**src/rtl/clk_div_ctrl.sv**
```systemverilog
// Sequencing front-end for clock_divider: accepts range-checked divisor changes,
// restarts the divider through div_rst and reports lock after enough clk_out toggles.
//
// state     | meaning
// ----------+------------------------------------------------------------
// S_HOLD    | div_rst held high while hold_cnt counts down
// S_WAIT    | divider running, counting clk_out toggles toward LOCK_EDGES
// S_IDLE    | locked; accepting divisor-change requests
module clk_div_ctrl #(
  parameter logic [31:0] DEFAULT_DIV = 32'd50,
  parameter logic [31:0] MIN_DIV     = 32'd1,
  parameter logic [31:0] MAX_DIV     = 32'hFFFF_FFFF,
  parameter int unsigned HOLD_CYCLES = 2,
  parameter int unsigned LOCK_EDGES  = 2
) (
  input  logic        clk,
  input  logic        rst_n,
  input  logic        req_valid,
  input  logic [31:0] req_divisor,
  output logic        req_ready,
  input  logic        div_clk_out,
  output logic [31:0] divisor,
  output logic        div_rst,
  output logic        locked,
  output logic        err
);

  localparam int HW = $clog2(HOLD_CYCLES) + 1;
  localparam int EW = $clog2(LOCK_EDGES) + 1;
  localparam logic [HW-1:0] HOLD_INIT = HW'(HOLD_CYCLES - 1);
  localparam logic [EW-1:0] EDGE_LAST = EW'(LOCK_EDGES);

  typedef enum logic [1:0] {
    S_HOLD = 2'd0,
    S_WAIT = 2'd1,
    S_IDLE = 2'd2
  } state_e;

  state_e        state_q, state_d;
  logic [HW-1:0] hold_cnt_q, hold_cnt_d;
  logic [EW-1:0] edge_cnt_q, edge_cnt_d;
  logic          clk_q, clk_d;
  logic [31:0]   divisor_q, divisor_d;
  logic          div_rst_q, div_rst_d;
  logic          locked_q, locked_d;
  logic          req_ready_q, req_ready_d;
  logic          err_q, err_d;
  logic          toggle;
  logic          in_range;

  always_ff @(posedge clk) begin
    if (!rst_n) begin
      state_q     <= S_HOLD;
      hold_cnt_q  <= HOLD_INIT;
      edge_cnt_q  <= '0;
      clk_q       <= 1'b0;
      divisor_q   <= DEFAULT_DIV;
      div_rst_q   <= 1'b1;
      locked_q    <= 1'b0;
      req_ready_q <= 1'b0;
      err_q       <= 1'b0;
    end else begin
      state_q     <= state_d;
      hold_cnt_q  <= hold_cnt_d;
      edge_cnt_q  <= edge_cnt_d;
      clk_q       <= clk_d;
      divisor_q   <= divisor_d;
      div_rst_q   <= div_rst_d;
      locked_q    <= locked_d;
      req_ready_q <= req_ready_d;
      err_q       <= err_d;
    end
  end

  // Compared in 33 bits so full-range bounds stay ordinary compares.
  assign in_range = ({1'b0, req_divisor} >= {1'b0, MIN_DIV}) &&
                    ({1'b0, req_divisor} <= {1'b0, MAX_DIV});
  assign toggle   = div_clk_out ^ clk_q;

  always_comb begin
    state_d     = state_q;
    hold_cnt_d  = hold_cnt_q;
    edge_cnt_d  = edge_cnt_q;
    clk_d       = div_clk_out;
    divisor_d   = divisor_q;
    div_rst_d   = div_rst_q;
    locked_d    = locked_q;
    req_ready_d = req_ready_q;
    err_d       = 1'b0;

    unique case (state_q)
      S_HOLD: begin
        div_rst_d   = 1'b1;
        locked_d    = 1'b0;
        req_ready_d = 1'b0;
        if (hold_cnt_q != '0) begin
          hold_cnt_d = hold_cnt_q - 1'b1;
        end else begin
          state_d    = S_WAIT;
          div_rst_d  = 1'b0;
          edge_cnt_d = '0;
        end
      end

      S_WAIT: begin
        if (toggle) begin
          edge_cnt_d = edge_cnt_q + 1'b1;
          if (edge_cnt_d == EDGE_LAST) begin
            state_d     = S_IDLE;
            locked_d    = 1'b1;
            req_ready_d = 1'b1;
          end
        end
      end

      S_IDLE: begin
        if (req_valid && req_ready_q) begin
          if (in_range) begin
            divisor_d   = req_divisor;
            locked_d    = 1'b0;
            req_ready_d = 1'b0;
            div_rst_d   = 1'b1;
            hold_cnt_d  = HOLD_INIT;
            state_d     = S_HOLD;
          end else begin
            err_d = 1'b1;
          end
        end
      end

      default: state_d = S_HOLD;
    endcase
  end

  assign req_ready = req_ready_q;
  assign divisor   = divisor_q;
  assign div_rst   = div_rst_q;
  assign locked    = locked_q;
  assign err       = err_q;

endmodule
```
**config.mk**
```make
export PLATFORM = sky130hd
export DESIGN_NAME = clk_div_ctrl
export DESIGN_NICKNAME = d
export VERILOG_FILES = /design/src/rtl/clk_div_ctrl.sv
export SDC_FILE = /design/constraint.sdc
export NUM_CORES = 1
export LEC_CHECK = 0
export CORE_MARGIN = 3
export CORE_UTILIZATION = 35
export CTS_CLUSTER_DIAMETER = 150
export CTS_CLUSTER_SIZE = 25
export DETAILED_ROUTE_END_ITERATION = 8
export PLACE_DENSITY = 0.66
export SYNTH_ARGS = -nofsm -noshare
export SYNTH_HDL_FRONTEND = slang
export SYNTH_SLANG_ARGS = --single-unit
```
**constraint.sdc**
```tcl
create_clock -name clk -period 3.7 [get_ports clk]
set_input_delay 0.37 -clock clk [delete_from_list [all_inputs] [get_ports clk]]
set_output_delay 0.37 -clock clk [all_outputs]
set_load 0.005 [all_outputs]
```
==> impl_metrics.toml <==
[flow_run]
cap_violations = 0

[die]
dieArea_um2 = 6389
dieWidth_um = 79.93
rows = 26
io_pins = 72
dieHeight_um = 79.93
core_um2 = 5205
start_util = 0.3675

[clock_tree]
path_clk_slew_ns = 0.07
numClockSinks = 42
post-cts-setup-buffers = 0
cts_hold_buf = 0
htreeDepth = 2
cts-buffers-inserted = 5
cts_buffer_depth = 2
clock_latency_ns = 0.29
cts-root-buf = "clkbuf_8"
tritoncts = "built"
cts_resized = 0

[routing]
drc = 0
drt.antenna.violating_nets = 0
num_vias = 1611
wire_per_inst_um = 12.63
dr.pass1.iters = 4
totalWireLength_um = 4344
drtIter0Drc = 114
vias_per_cell = 4.683

[place]
io_buffer_count = 71
dp_hpwl_um = 3161
place_area_um2 = 2594
preCtsSetupSlack_ns = 0.9783
gp_congestion = 0.7527

[sta]
layout_min_cycle_time_ns = 2.395
setup-violations-final = 0
max_freq_mhz = 417.5
fin_ws_ns = 1.305
fin_tns_setup_ns = 0
worst_slew_pin_slew_ns = 1.041
rsz0062_at_grt = "no"
hold_violations = 0
drv_slew = 0
finalCritPeriodShare = 0.6473
relSlewSlack = 0.3057
skew_ns = 0.009531

[global_routing]
grt_pass1_wl_um = 6941
globalRouteOverflowTotal = 0
antenna_found_initial = 0
grt_start_max_net_pins = 59
gr-usage-all-layers = 0.1393
grt_pass1_vias = 1433

[final_layout]
areaGrowthSynthToFinish_pct = 40.35
final_cell_mix = "70 x clkdlybuf4s50_1, 64 x nand2_1, 42 x dfxtp_1"
drive_above_1_share = 0.05474
postLayoutCellArea_um2 = 2685
nets = 311
final_common_cell = "clkdlybuf4s50_1"
n_fill_cell = 507
antennaDiodeCount = 0

[synthesis]
synth_nets = 248
ys_types = 36
avgSynthCellArea_um2 = 9.110
synth_top_family_by_area = "simple AND/OR/NAND/NOR gates"
synth-edff-count = 0
synth_seq_cells = 42
dominantRegCellSynth = "dfxtp_1"
synth_fa_ha_area_frac = 0.01308
synth_compound_area_frac = 0.06213
synth-simple-area-share = 0.2420
async_reset_ff_frac = 0
ys_seq_area_frac = 0.4395
muxShareOfSynthArea = 0.1674
synthCells = 210
syn_area_um2 = 1913
synth_xor_area_frac = 0.004578
ys_warn_count = 0

[worst_setup_path]
end_kind = "flop"
rr_worst_depth = 3
worst_ep_arrival_time_ns = 2.57
worstReg2RegStart = "state_q[1]$_SDFFE_PN0P_"
crit_start = "req_divisor[16]"
required_ns = 3.88
worstSetupStartpointType = "input pin"
crit_fanout = 34
critPathKind = "in -> reg"

[power_and_ir_drop]
vdd_ir_drop_max_mv = 0.1617
power_mw = 0.9499
p_leak_nw = 0.9169
power_per_cell_area_nw_per_um2 = 353.8

[min_path]
min_from = "divisor[29]$_SDFFE_PN0P_"
hold_depth = 2
hp-class = "reg -> reg"

[outcome]
status = "finished, final reports clean"
-- worst max-delay path, stage by stage --
cell and delay [ns]:
clkdlybuf4s50_1 0.43, nor4_1 0.40, nand4_1 0.26, o2111a_2 0.66
o31a_1 0.43
-- per-layer routing --
layer,wire length [µm],vias to the layer above,GRT usage
met5,0,-,0
met3,333,5,0.05869
li1,-,838,-
met1,2108,720,0.1846
met4,43,0,0.04054
met2,1860,48,0.2053
-- layout make-up --
type	instances	area (µm²)	share of cell area
multi-input cells	148	937.1	0.3490
flip-flops and latches	42	840.8	0.3131
repair buffers	72	713.2	0.2656
well taps	70	87.58	0.03262
clock buffers	7	86.33	0.03215
inverters	4	15.01	0.005592
clock inverters	1	5.005	0.001864
-- cells in the mapped netlist (3+ instances only) --
| cell type | n | area share |
|---|---|---|
| nor3_1 | 4 | 0.010 |
| clkbuf_1 | 10 | 0.020 |
| nor2_1 | 3 | 0.0059 |
| and2_1 | 3 | 0.0098 |
| dfxtp_1 | 42 | 0.44 |
| buf_12 | 3 | 0.031 |
| nand4_1 | 3 | 0.0098 |
| nor4_1 | 4 | 0.013 |
| mux2i_1 | 32 | 0.17 |
| inv_1 | 4 | 0.0078 |
| nor2b_1 | 6 | 0.020 |
| nand2_1 | 64 | 0.13 |
| nor4_2 | 4 | 0.026 |
-- report_power, final --
part | internal, mW | switching, mW
logic | 0.0844 | 0.0741
registers | 0.471 | 0.0189
clock network | 0.151 | 0.151
-- path summary, 6_finish.rpt --
check                                to  slack [ns]
max          hold_cnt_q[0]$_SDFFE_PN1P_        1.30
min            divisor[29]$_SDFFE_PN0P_        0.46
max reg2reg    divisor[19]$_SDFFE_PN0P_        1.58
min reg2reg    divisor[29]$_SDFFE_PN0P_        0.46
-- cell families (layout without fill, tap and decap cells) --
kind of cell | after synthesis | count (layout)
xor gates and xnor gates | 1 | 1
AOI/OAI and AO/OA | 16 | 16
and+or+nand+nor | 97 | 97
DFF | 42 | 42
buffers and inverters | 20 | 84
adders and majority gates | 2 | 2
muxes | 32 | 32
-- per-stage QoR --
| stage | instances | hold WS (ns) | utilization |
|---|---|---|---|
| floorplan | 210 | 0.4351 | - |
| global placement | 336 | 0.4426 | 0.4983 |
| detailed placement | 336 | 0.4457 | 0.4983 |
| CTS | 344 | 0.4603 | 0.5159 |
| global route | 344 | 0.4748 | 0.5159 |
| finish | 344 | 0.4578 | 0.5159 |
-- state kept, by name (all words and copies together), names as in the netlist --
name and flops:
clk_q 1, div_rst 1, divisor 32, edge_cnt_q 2, err 1, hold_cnt_q 2
req_ready 1, state_q 2
Power figures use the tool's default switching activity.
==> edit 1, RTL diff (same flow settings) <==
Change the parameter `LOCK_EDGES` from 2 to 4.
--- a/src/rtl/clk_div_ctrl.sv
+++ b/src/rtl/clk_div_ctrl.sv
@@ -11,7 +11,7 @@
   parameter logic [31:0] MIN_DIV     = 32'd1,
   parameter logic [31:0] MAX_DIV     = 32'hFFFF_FFFF,
   parameter int unsigned HOLD_CYCLES = 2,
-  parameter int unsigned LOCK_EDGES  = 2
+  parameter int unsigned LOCK_EDGES  = 4
 ) (
   input  logic        clk,
   input  logic        rst_n,
Behaviour: not the same (a bounded check fails within 10 cycles, from zero or initial values and one cycle with rst_n low).
==> edit 1 against the unedited design <==
Maximum frequency rose by 5.5%; synthesized area rose by 0.65%; sequential share of layout area rose by 0.087 points; clock power fell by 8.3%; total power rose by 0.37%; critical path depth rose by 1; largest power group unchanged; critical endpoint is now divisor[31]; wire length rose by 4.8%; setup slack improved by 0.12 ns; register-to-register slack improved by 0.17 ns; sequential cell count rose by 1; count of clock-buffer cells in the layout fell by 1; cell area rose by 2.1%; die area rose by 0.61%.
==> edit 1: results (changes against the unedited design) <==
Run status
  – Outcome: complete, no violations

Route
  – Via-to-Cell Ratio: 4.74 (+1.2%)
  – Wire per inst: 13.1 um (+3.6%)
  – Iter 0 DRT Violations: 147 (+29%)

Worst setup path
  – R2R Path Start: req_ready
  – WP data arrival: 2.49 ns (-0.08 ns)
  – Reg2reg path depth: 4 (+1)
  – Critical Path Fanout Max: 10 (-71%)
  – CP Launch Point: req_divisor[30]
  – RR Endpoint: divisor[31]
  – R2r setup slk: 1.75 ns (+0.17 ns)
  – WS Path Type: in2reg

Timing
  – Clock skew: 0.00736 ns (-0.00217 ns)
  – Slew of the pin with the lowest slew margin: 0.829 ns (-0.213 ns)

Final layout
  – Inserted Diodes: 0 (unchanged)
  – Fin nets: 318 (+2.3%)
  – Share of cells above drive strength 1: 4.68% (-0.80 points)

Synthesis
  – Unique cell type count in the Yosys netlist: 32 (-11%)
  – Synth cell count leaders: nand2_1, dfxtp_1, mux2i_1, clkbuf_1, nor4_1
  – Async set or reset register ratio after synthesis: 0% (unchanged)
  – Yosys warns: 0 (unchanged)
  – Seq/Total Area, Yosys: 44.7% (+0.75 points)

GRT
  – Vias in the first global route: 1591 (+11%)
  – Tot GR Track Use: 15.0% (+1.1 points)
  – Largest net degree at the start of global routing: 43 (-27%)
  – First-pass GRT wire length: 7510 um (+8.2%)

Clocking
  – CTS resizes: 0 (unchanged)
  – CTS root buffer: clkbuf_8
  – H-tree depth: 2 (unchanged)

Power and ir drop
  – Max IR drop VDD: 0.000201 V (+24%)
  – Leak: 0.000938 uW (+2.3%)

Placed design
  – Final Wtd Congestion: 0.780 (+3.6%)
  – Detailed placer's ending HPWL: 3380 um (+6.9%)
[edit 1: power breakdown]
group / leakage (uW) / switching, uW / total, uW / internal [uW]
registers: 0.000348 / 26.6 / 510 / 484
logic: 0.000554 / 78.9 / 166 / 87.2
clock network: 0.0000371 / 151 / 277 / 126
[edit 1: per-layer routing]
| metal | track usage [%] | vias to the layer above | share of wire, % |
|---|---|---|---|
| li1 | - | 847 | - |
| met1 | 18.2 | 745 | 44 |
| met2 | 23.4 | 51 | 46 |
| met3 | 7.06 | 6 | 8.7 |
| met4 | 4.56 | 0 | 1.3 |
| met5 | 0 | - | 0 |
[edit 1: through the flow]
stage / worst slack (ns) / total power (uW) / hold slack [ns] / instances / area, um2
floorplan: 2.07 / 615 / 0.451 / 211 / 1930
global placement: 1.15 / 684 / 0.442 / 342 / 2670
detailed placement: 1.08 / 686 / 0.447 / 342 / 2670
CTS: 1.38 / 958 / 0.462 / 348 / 2740
global route: 1.28 / 1010 / 0.479 / 348 / 2740
finish: 1.43 / 953 / 0.459 / 348 / 2740
[edit 1: layout make-up]
type / count / area [um2]
well taps: 70 / 87.6
fillers: 512 / 2460
inverters: 4 / 15.0
repair buffers: 75 / 736
flip-flops and latches: 43 / 861
clock buffers: 6 / 72.6
multi-input cells: 150 / 970
[edit 1: logic make-up after synthesis]
| logic type | synth area share (%) |
|---|---|
| buffers and inverters | 4.94 |
| AO/OA/AOI/OAI | 6.82 |
| adder cells (fa/ha/maj) | 1.95 |
| AND/OR/NAND/NOR | 23.0 |
| multiplexers | 17.7 |
| XOR/XNOR | 0.910 |
| flip-flops | 44.7 |
[edit 1: worst max-delay path: stages]
cell             delay (ns)
clkdlybuf4s50_1        0.49
nor4_1                 0.07
and4_1                 0.25
a2111oi_4              0.76
buf_4                  0.33
mux2i_1                0.21
[edit 1: worst min-delay path by stage]
stage,cells past startpoint,start,endpoint
floorplan,2,divisor[0],divisor[0]
global placement,2,divisor[12],divisor[12]
detailed placement,2,divisor[6],divisor[6]
CTS,2,divisor[8],divisor[8]
global route,2,divisor[24],divisor[24]
finish,2,divisor[8],divisor[8]
==> edit 2, RTL diff (same settings) <==
Without the edit above. Put one more register stage on the output `err`, cleared by the reset. The value now appears one clock later. The other outputs are not delayed to match.
--- a/src/rtl/clk_div_ctrl.sv
+++ b/src/rtl/clk_div_ctrl.sv
@@ -136,6 +136,12 @@
   assign divisor   = divisor_q;
   assign div_rst   = div_rst_q;
   assign locked    = locked_q;
-  assign err       = err_q;
+  always_ff @(posedge clk) begin
+    if (!rst_n) begin
+      err <= '0;
+    end else begin
+      err <= err_q;
+    end
+  end
 
 endmodule
Formal check against the unedited RTL: not equivalent (Yosys sat finds a counterexample within 10 cycles, from zero or initial values and one cycle with rst_n low).
==> edit 2 against the unedited design <==
Wire length fell by 2.8%; total power rose by 11%; sequential share of layout area barely moved; global-route usage rose by 0.54 points; cell area rose by 2.3%; sequential cell count rose by 1; maximum frequency rose by 7.4%; die area fell by 0.79%; setup slack improved by 0.16 ns; clock power rose by 25%; sequential power rose by 4%; final cell count rose by 1.7%; synthesized area fell by 0.85%.
==> edit 2: results (changes against the unedited design) <==
Route
  – Met2 routed WL: 1930 um (+3.5%)
  – Met3 wire len: 274 um (-18%)
  – Via-to-Cell Ratio: 4.59 (-2.1%)
  – Iter 0 DRT Violations: 116 (+1.8%)
  – Met1 WL: 1960 um (-6.9%)
  – Total length of routed wires: 4220 um (-2.8%)

Worst setup path
  – R2r setup slk: 1.74 ns (+0.16 ns)
  – Critical Path Fanout Max: 11 (-68%)
  – CP Launch Point: req_divisor[2]
  – Setup crit end: hold_cnt_q[1]
  – WP data arrival: 2.44 ns (-0.13 ns)
  – RR Endpoint: divisor[21]

Timing
  – Slew of the pin with the lowest slew margin: 0.916 ns (-0.125 ns)
  – Hold slack: 0.439 ns (-0.0189 ns)
  – Clock skew: 0.00622 ns (-0.00331 ns)
  – Tcrit/Tclk final: 60.3% (-4.4 points)

GRT
  – Vias in the first global route: 1568 (+9.4%)
  – Met2 GRT Util: 22.3% (+1.8 points)
  – First-pass GRT wire length: 7290 um (+5.0%)
  – Routing usage on met3: 4.85% (-1.0 points)
  – Grt met1 use: 19.0% (+0.52 points)
  – Tot GR Track Use: 14.5% (+0.54 points)

Power and ir drop
  – Leak: 0.000976 uW (+6.5%)
  – Max IR drop VDD: 0.000144 V (-11%)
  – Sw Ratio: 24.9% (-0.80 points)
  – Clock power share: 35.8% (+4.1 points)
  – Reg power frac: 48.0% (-3.6 points)
  – Power, Total: 1060 uW (+11%)

Min path
  – Hold path startpoint: err_q
  – Worst Hold Depth: 1 (-1)

Final layout
  – Fin nets: 317 (+1.9%)
  – Post-route insts no fill: 350 (+1.7%)
  – Share of cells above drive strength 1: 5.71% (+0.24 points)

Run status
  – Outcome: complete, no violations

Placed design
  – Final Wtd Congestion: 0.728 (-3.3%)
  – Cell area after placement: 2630 um2 (+1.4%)

Synthesis
  – Seq/Total Area, Yosys: 45.4% (+1.4 points)
  – Syn nets: 251 (+1.2%)
  – Synth cell count leaders: nand2_1, dfxtp_1, mux2i_1, clkbuf_1, nor4_1
  – Synth area leaders: dfxtp_1, mux2i_1, nand2_1
  – Syn Inst Count: 213 (+1.4%)
  – Unique cell type count in the Yosys netlist: 31 (-14%)
==> edit 2: critical path, cell delays in order <==
cell and delay (ns):
clkdlybuf4s50_1 0.42, nor4_1 0.41, nand2_1 0.17, nor4_4 0.43
nor4_4 0.18, buf_4 0.24, o31ai_1 0.23
==> edit 2: cell families (layout without fill, tap and decap cells) <==
kind of cell	count (synthesis)	in the layout	synth area share (%)
adders and majority gates	2	2	1.32
buffers and inverters	21	88	5.61
and+or+nand+nor	101	101	25.2
muxes	33	33	17.4
DFF	43	43	45.4
AOI/OAI and AO/OA	12	12	4.62
xor gates and xnor gates	1	1	0.462
==> edit 2: area by class of cell <==
class | count | area share [%]
Multi-Input combinational cell | 149 | 33.8
Sequential cell | 43 | 31.3
Timing Repair Buffer | 74 | 26.5
Tap cell | 70 | 3.19
Clock buffer | 6 | 3.01
Clock inverter | 2 | 1.28
Inverter | 6 | 0.820
